File: src/rtl/tsa_multilane.sv
// Multi-lane TS analyzer: loads an expected TS via req/ack, counts matching TSs per lane, flags done per lane and in aggregate.
// Optional Link/Lane number capture per lane is enabled by defining TSA_LANE_CAPTURE_EN.
module tsa_multilane #(
  parameter int NUM_LANES = 4,
  parameter int CNT_W     = 8,
  parameter int TS_W      = 128
) (
  input  logic                      clk,
  input  logic                      rst,
  input  logic                      exp_update,
  output logic                      exp_update_ack,
  input  logic [TS_W-1:0]           exp_ts,
  input  logic [TS_W-1:0]           exp_mask,
  input  logic [CNT_W-1:0]          exp_target,
  input  logic                      exp_consec,
  input  logic                      ts_stop,
  input  logic [NUM_LANES-1:0]      lane_en,
  input  logic                      tx_sent_enough,
  input  logic                      tx_gate_en,
  input  logic [NUM_LANES-1:0]      remote_ts_valid,
  input  logic [NUM_LANES*TS_W-1:0] remote_ts,
  output logic [NUM_LANES-1:0]      lane_done,
  output logic                      all_done,
  output logic                      any_done,
  output logic [NUM_LANES*8-1:0]    rcv_link_num,
  output logic [NUM_LANES*8-1:0]    rcv_lane_num,
  output logic [NUM_LANES-1:0]      rcv_vld
);

  typedef enum logic {IDLE = 1'b0, ARMED = 1'b1} state_t;

  state_t                 r_state, w_state_next;
  logic                   r_ack;
  logic [TS_W-1:0]        r_exp_ts, r_exp_mask;
  logic [CNT_W-1:0]       r_exp_target;
  logic                   r_exp_consec;
  logic [NUM_LANES-1:0]   r_lane_done, w_lane_done_next;
  logic                   r_all_done, r_any_done;
  logic                   w_accept, w_count_en, w_gate;

  // An update held high during its own ack cycle must not be taken twice.
  assign w_accept = exp_update & ~r_ack;
  assign w_gate   = ~tx_gate_en | tx_sent_enough;

  always_comb begin
    w_state_next = r_state;
    w_count_en   = 1'b0;
    if (w_accept) begin
      w_state_next = ARMED;
    end else if (ts_stop) begin
      w_state_next = IDLE;
    end else begin
      w_count_en = (r_state == ARMED);
    end
  end

  always_ff @(posedge clk) begin
    if (rst) begin
      r_state      <= IDLE;
      r_ack        <= 1'b0;
      r_exp_ts     <= '0;
      r_exp_mask   <= '0;
      r_exp_target <= '0;
      r_exp_consec <= 1'b0;
    end else begin
      r_state <= w_state_next;
      r_ack   <= w_accept;
      if (w_accept) begin
        r_exp_ts     <= exp_ts;
        r_exp_mask   <= exp_mask;
        r_exp_target <= exp_target;
        r_exp_consec <= exp_consec;
      end
    end
  end

  genvar gi;
  generate
    for (gi = 0; gi < NUM_LANES; gi++) begin : g_lane
      logic [CNT_W-1:0] r_cnt, w_cnt_next;
      logic             w_match;

      assign w_match = ((remote_ts[gi*TS_W +: TS_W] & r_exp_mask) == (r_exp_ts & r_exp_mask));

      always_comb begin
        w_cnt_next = r_cnt;
        if (!w_count_en || !lane_en[gi]) begin
          w_cnt_next = '0;
        end else if (remote_ts_valid[gi]) begin
          if (w_match) begin
            w_cnt_next = (&r_cnt) ? r_cnt : r_cnt + CNT_W'(1);
          end else if (r_exp_consec) begin
            w_cnt_next = '0;
          end
        end
      end

      always_ff @(posedge clk) begin
        if (rst) begin
          r_cnt <= '0;
        end else begin
          r_cnt <= w_cnt_next;
        end
      end

      assign w_lane_done_next[gi] = w_count_en & lane_en[gi] & (w_cnt_next >= r_exp_target);

`ifdef TSA_LANE_CAPTURE_EN
      logic       r_vld;
      logic [7:0] r_link, r_lane;
      logic       w_hit;

      assign w_hit = w_count_en & lane_en[gi] & remote_ts_valid[gi] & w_match;

      // Only the first match after an acceptance is captured; values persist past ts_stop.
      always_ff @(posedge clk) begin
        if (rst) begin
          r_vld  <= 1'b0;
          r_link <= '0;
          r_lane <= '0;
        end else if (w_accept) begin
          r_vld <= 1'b0;
        end else if (w_hit && !r_vld) begin
          r_vld  <= 1'b1;
          r_link <= remote_ts[gi*TS_W + TS_W - 16 +: 8];
          r_lane <= remote_ts[gi*TS_W + TS_W - 24 +: 8];
        end
      end

      assign rcv_vld[gi]           = r_vld;
      assign rcv_link_num[gi*8 +: 8] = r_link;
      assign rcv_lane_num[gi*8 +: 8] = r_lane;
`else
      assign rcv_vld[gi]           = 1'b0;
      assign rcv_link_num[gi*8 +: 8] = 8'h00;
      assign rcv_lane_num[gi*8 +: 8] = 8'h00;
`endif
    end
  endgenerate

  always_ff @(posedge clk) begin
    if (rst) begin
      r_lane_done <= '0;
      r_all_done  <= 1'b0;
      r_any_done  <= 1'b0;
    end else begin
      r_lane_done <= w_lane_done_next;
      r_all_done  <= w_gate & (|lane_en) & (&(w_lane_done_next | ~lane_en));
      r_any_done  <= w_gate & (|(w_lane_done_next & lane_en));
    end
  end

  assign exp_update_ack = r_ack;
  assign lane_done      = r_lane_done;
  assign all_done       = r_all_done;
  assign any_done       = r_any_done;

endmodule
File: config.mk
export PLATFORM = sky130hd
export DESIGN_NAME = tsa_multilane
export DESIGN_NICKNAME = d
export VERILOG_FILES = /design/src/rtl/tsa_multilane.sv
export SDC_FILE = /design/constraint.sdc
export NUM_CORES = 1
export LEC_CHECK = 0
export ABC_AREA = 1
export ABC_CLOCK_PERIOD_IN_PS = 3500
export BUFFER_PORTS_ARGS = -buffer_cell sky130_fd_sc_hd__buf_2
export CORE_AREA = 2 2 341 343
export CTS_CLUSTER_DIAMETER = 100
export DETAILED_ROUTE_END_ITERATION = 10
export DIE_AREA = 0 0 343 345
export PLACE_DENSITY_LB_ADDON = 0.12
export SLEW_MARGIN = 10
export SYNTH_ARGS = -nofsm -noshare
export SYNTH_HDL_FRONTEND = slang
export SYNTH_SLANG_ARGS = --single-unit
File: constraint.sdc
create_clock -name clk -period 3.5 [get_ports clk]
set_input_delay 0.175 -clock clk [delete_from_list [all_inputs] [get_ports clk]]
set_output_delay 0.175 -clock clk [all_outputs]
set_load 0.1 [all_outputs]
Yosys cells after proc, flatten, opt, wreduce, memory -nomap -nowiden
Cells that the tools add are included.
- register bits after elaboration: 305
- latch bits: 0
- RAM bits: 0
- memory bits (read-only): 0
- input bits: 791
- output and inout bits: 75
- word-level logic and storage cells: 87
- memories: 0
- add/subtract/negate cells: 4
- multiply operators: 0
- divide/modulo/power cells: 0
- magnitude comparators: 4
- equal/unequal tests: 4
- shifts and indexed selects: 0
- muxes and demuxes: 23
- bitwise gates (word level): 23
- reductions and logical operators: 16
- operators by type and width (operator ; count):
    128-bit AND ; 5
    128-bit == test ; 4
    8-bit 2-to-1 mux ; 20
    8-bit by 1-bit adder with 8-bit output, second input constant ; 4
    8-bit greater-or-equal comparator ; 4
    8-bit AND reduction ; 4
    1-bit AND ; 12
    4-bit OR reduction ; 2
    1-bit zero test ; 5
    4-bit AND ; 1
    1-bit logical OR ; 4
    4-bit NOT ; 1
    4-bit bitwise OR ; 1
    4-bit AND reduction ; 1
    1-bit 2-to-1 mux ; 3
    1-bit NOT ; 2
    1-bit bitwise OR ; 1

Longest topological paths before layout
- depth in word-level cells: 11
- gate-level depth with buffers: 26
- depth with buffers taken out: 25

Worst setup path before layout
Ideal clock, no wire load.
- path type: register -> register
- start: register r_ack, in the netlist exp_update_ack
- end: register r_any_done, in the netlist any_done
- library setup time: 115 ps
- arrival time: 2967 ps
- required time: 3385 ps
- setup slack: 418 ps
- stages on the path, launching flop included: 18
- path buffers: 1
- period minus slack after synthesis: 3082 ps
- path through: dfxtp_1 > nor2_1 > clkbuf_1 > nor2_1 > inv_1 > nor2_1 > inv_1 > a21oi_1 > nand2_1 > inv_1 > ha_1 > a21oi_1 > nor2_1 > a211oi_1 > o21ai_0 > nand2_1 > nand4_1 > and2_1
- word-level cells in the longest chain between the ends: 11
- elaborated cells between the ends (all ways): 27
- classes of those cells: 4 x order compare; 5 x mux; 12 x bitwise; 6 x reduce/logical
- ends and longest elaborated chain (element ; RTL line ; RTL):
    start, declared ; 33 ; logic r_ack;
    start signal, assigned ; 67 ; r_ack <= w_accept;
    1-bit NOT ; 42 ; assign w_accept = exp_update & ~r_ack;
    1-bit AND ; 42 ;
    1-bit 2-to-1 mux ; 48 ; if (w_accept) begin
    1-bit zero test ; 87 ; if (!w_count_en || !lane_en[gi]) begin
    1-bit logical OR ; 87 ;
    8-bit 2-to-1 mux ; 87 ;
    net g_lane[3].w_cnt_next[5] ; 80 ; logic [CNT_W-1:0] r_cnt, w_cnt_next;
    8-bit greater-or-equal comparator ; 106 ; assign w_lane_done_next[gi] = w_count_en & lane_en[gi] & (w_cnt_next >= r_exp_target);
    1-bit AND ; 106 ;
    4-bit AND ; 149 ; r_any_done <= w_gate & (|(w_lane_done_next & lane_en));
    4-bit OR reduction ; 149 ;
    1-bit AND ; 149 ;
    end signal, assigned ; 149 ;
    end, declared ; 38 ; logic r_all_done, r_any_done;
The timed path passes the listed nets, and every way through them passes these cells.
A chain may end at the register's enable or synchronous reset.

Worst setup path after layout
- start: register r_exp_ts[52]
- end: register r_any_done, in the netlist any_done
- word-level cells in the longest chain between the ends: 10
- elaborated cells between the ends (all ways): 28
- classes of those cells: 4 x order compare; 4 x eq/ne; 12 x mux; 7 x bitwise; 1 x reduce/logical
- ends and longest elaborated chain (element ; RTL line ; RTL):
    start, declared ; 34 ; logic [TS_W-1:0] r_exp_ts, r_exp_mask;
    start signal, assigned ; 69 ; r_exp_ts <= exp_ts;
    128-bit AND * ; 83 ; assign w_match = ((remote_ts[gi*TS_W +: TS_W] & r_exp_mask) == (r_exp_ts & r_exp_mask));
    128-bit == test ; 83 ;
    8-bit 2-to-1 mux ; 90 ; if (w_match) begin
    8-bit 2-to-1 mux ; 89 ; end else if (remote_ts_valid[gi]) begin
    8-bit 2-to-1 mux ; 87 ;
    8-bit greater-or-equal comparator ; 106 ;
    1-bit AND ; 106 ;
    4-bit AND * ; 149 ;
    4-bit OR reduction * ; 149 ;
    1-bit AND * ; 149 ;
Mark *: on every way between the ends. The rest lies on a longest branch, timed or not.

==> flow_summary.yaml <==
finish:
  postLayoutCellArea_sq_mm: 0.0333
  multi_input_area_sq_mm: 0.0145
  drive_above_1_share_pct: 21.8
  areaGrowthSynthToFinish_pct: 44.8
  regArea_sq_mm: 0.00613
  nFillCells: 13200
  final_core_util_pct: 29.0
  nNetsFinal: 5958
grt:
  antenna_found_initial: 103
  grtUsageTotal_pct: 19.2
  grt_pass1_vias: 27200
  grt_overflow: 0
  grt_first_pass_wirelength_mm: 170
  grt_max_degree: 155
logic_synthesis:
  synth_area_leaders: "dfxtp_1, nand2_1, nor2_1, nand3_1, o21ai_0"
  syn_area_sq_mm: 0.0230
  synth_warnings: 0
  ys.flop_type: "dfxtp_1"
  synthArstFlopShare_pct: 0
  yosysMostFrequentCell: "nand2_1"
  synth_commonest_cells: "nand2_1, nor2_1, nand3_1"
  yosys.area.top_type_share_pct: 26.5
  synth_xor_area_share_pct: 2.17
  synthAdderAreaFrac_pct: 1.96
  yosys.area_share.simple_pct: 45.6
  synthCells: 4078
  synth_mux_area_share_pct: 0
  seq_area_frac_synth_pct: 26.5
  synth_area_leader_cell: "dfxtp_1"
  synth_compound_area_share_pct: 11.4
  synth-edff-count: 0
  synth_area_per_cell_sq_um: 5.65
  ys_ff_latch: 305
  synth_top_family_by_area: "simple AND/OR/NAND/NOR gates"
  ys_types: 41
power:
  p_leak_nw: 17.3
  power_switching_mw: 4.39
  switching_share_pct: 35.0
  powerDensity_mw_per_mm2: 376
  vdd_ir_drop_max_v: 0.000281
  comb_power_share_pct: 25.6
  p_clk_share_pct: 41.7
  internal_power_mw: 8.15
  power_frac_seq_pct: 32.6
timing:
  timing.final.ws_setup_ps: 311
  worst_pin_slew_ps: 1000
  min_period_over_period_pct: 91.1
  fin_skew_ps: 23.6
  finalHoldViolations: 0
  finalMaxSlewViolations: 0
  period_needed_ps: 3190
  timing.fmax_mhz: 314
  whs_ps: 83.4
  setup_viol: 0
  relSlewSlack_pct: 33.3
clock_tree:
  clockRootBuffer: "clkbuf_16"
  clock_sinks: 305
  cts_buffers: 47
  cts_tree: "yes"
  insertion_delay_ps: 640
  cts.clk_slew.worst_paths_ps: 60
  htree_levels: 2
  clock_path_buffers: 3
route:
  wl_per_cell_um: 17.5
  drtIter0Drc: 1259
  vias_per_cell: 4.21
  drc: 0
  ant_nets: 0
  wl_mm: 118
  dr_total_vias: 28400
  drtPass1Iterations: 5
floorplan:
  row_count: 125
  coreArea_sq_mm: 0.115
  die_w_um: 343
  start_util_pct: 20.0
  io-pin-count: 866
  dieArea_sq_mm: 0.118
  fp.dieH_um: 345
worst_hold_path:
  hold_path.class: "input pin to flip-flop"
worst_setup_path:
  criticalPathCategory: "flip-flop to flip-flop"
  path_max_fanout: 9
  critPathCaptureType: "flip-flop"
  worstSetupStartpointType: "flip-flop"
  required_ps: 4020
  arrival_ps: 3700
place:
  place_congestion: 0.877
  portBuffers: 797
  placedInstanceArea_sq_mm: 0.0286
  place_ws_ps: 8.11
  dp_hpwl_mm: 95.8
run_status:
  status: "complete, no violations"
run:
  maxCapViolCount: 0
-- registers in the layout, summed over array words and instances, names as in the netlist --
register        count
all_done            1
r_exp_consec        1
r_exp_mask        128
r_exp_ts          128
lane_done           4
exp_update_ack      1
r_state             1
any_done            1
g_lane.r_cnt       32
r_exp_target        8
-- power by group through the flow --
stage	Sequential, mW	Combinational, mW	Clock (mW)
2_1_floorplan	4.03	1.85	0
3_3_place_gp	4.16	2.95	0
3_5_place_dp	4.15	2.95	0
4_1_cts	4.08	3.23	5.47
5_1_grt	4.14	3.61	5.57
6_report	4.09	3.22	5.24
-- worst max-delay path: stages (launching register included) --
cell and delay, ps:
dfxtp_2 360, or2_1 230, nand3_1 70, nand2_1 100, nor2_1 140, nand2_1 80
nor2_2 150, nand2_2 120, nor2_8 230, buf_4 170, nand3_1 70, nand2_1 70
nand2_1 60, nand2_2 80, ha_1 220, inv_1 50, nand2_1 40, a21oi_1 140
o21bai_1 90, a21oi_2 180, o21ai_1 80, nand2_1 120, nand4_1 100, and2_1 140
-- layout make-up --
cell class                 count  share of cell area [%]
antenna                       49                   0.368
clock buffer                  64                    4.11
clock inverter                22                   0.893
inverter                     483                    5.48
multi-input combinational   3168                    43.4
sequential                   305                    18.4
tap                         1524                    5.72
timing repair buffer        1126                    21.7
-- cell families (layout without fill, tap and decap cells) --
kind of cell,Yosys count,after routing
other,1,117
xor gates and xnor gates,57,57
and+or+nand+nor,2496,2496
DFF,305,305
buffers and inverters,672,1695
adders and majority gates,36,36
AOI/OAI and AO/OA,511,511
-- path summary, 6_finish.rpt --
| path | from | to | slack [ps] | depth (start not counted) |
|---|---|---|---|---|
| max | r_exp_ts[52] | any_done | 310 | 23 |
| min | exp_mask[87] | r_exp_mask[87] | 80 | 3 |
| max reg2reg | r_exp_ts[52] | any_done | 310 | 23 |
| min reg2reg | r_exp_ts[100] | r_exp_ts[100] | 520 | 2 |
-- metal layers --
| metal | GRT usage, % | up-vias | part of all wire [%] |
|---|---|---|---|
| li1 | - | 14900 | - |
| met4 | 8.76 | 84 | 4.0 |
| met5 | 0 | - | 0.44 |
| met2 | 32.1 | 774 | 47 |
| met3 | 5.60 | 250 | 7.2 |
| met1 | 22.5 | 12400 | 42 |
-- timing repair --
| item | 4_1_cts | 5_1_grt |
|---|---|---|
| hold buffers | 273 | 0 |
| hold endpoints to repair | 290 | 0 |
| cloned | 0 | 0 |
| buffers inserted | 0 | 10 |
| resized for setup | 1 | 71 |
| setup endpoints to repair | 2 | 6 |
| pin swaps | 1 | 11 |
-- placed cells by master (no fill, tap or decap), drive strengths merged --
cell,instances
xor2,49
buf,853
a211oi,4
a31oi,1
nand4,7
dlygate4sd3,273
or2,93
nor2,658
a21oi,161
o21ai,318
ha,36
nand2,1242
nand3,474
diode,49
clkbuf,64
conb,68
nand3b,11
and3,1
nor3,6
bufinv,6
and2,1
o21bai,4
inv,484
xnor2,8
o211ai,1
clkinv,15
nor4,3
dfxtp,305
o22ai,22
-- stage by stage --
stage | TNS, ps | total power, mW | cells
final | 0 | 12.5 | 6741
after global routing | -16.2 | 13.3 | 6731
after CTS | 0 | 12.8 | 6682
after detailed placement | 0 | 7.11 | 6323
after global placement | 0 | 7.10 | 6323
after floorplan | 0 | 5.88 | 4145
Note: power is estimated with default switching activity, not from simulation.
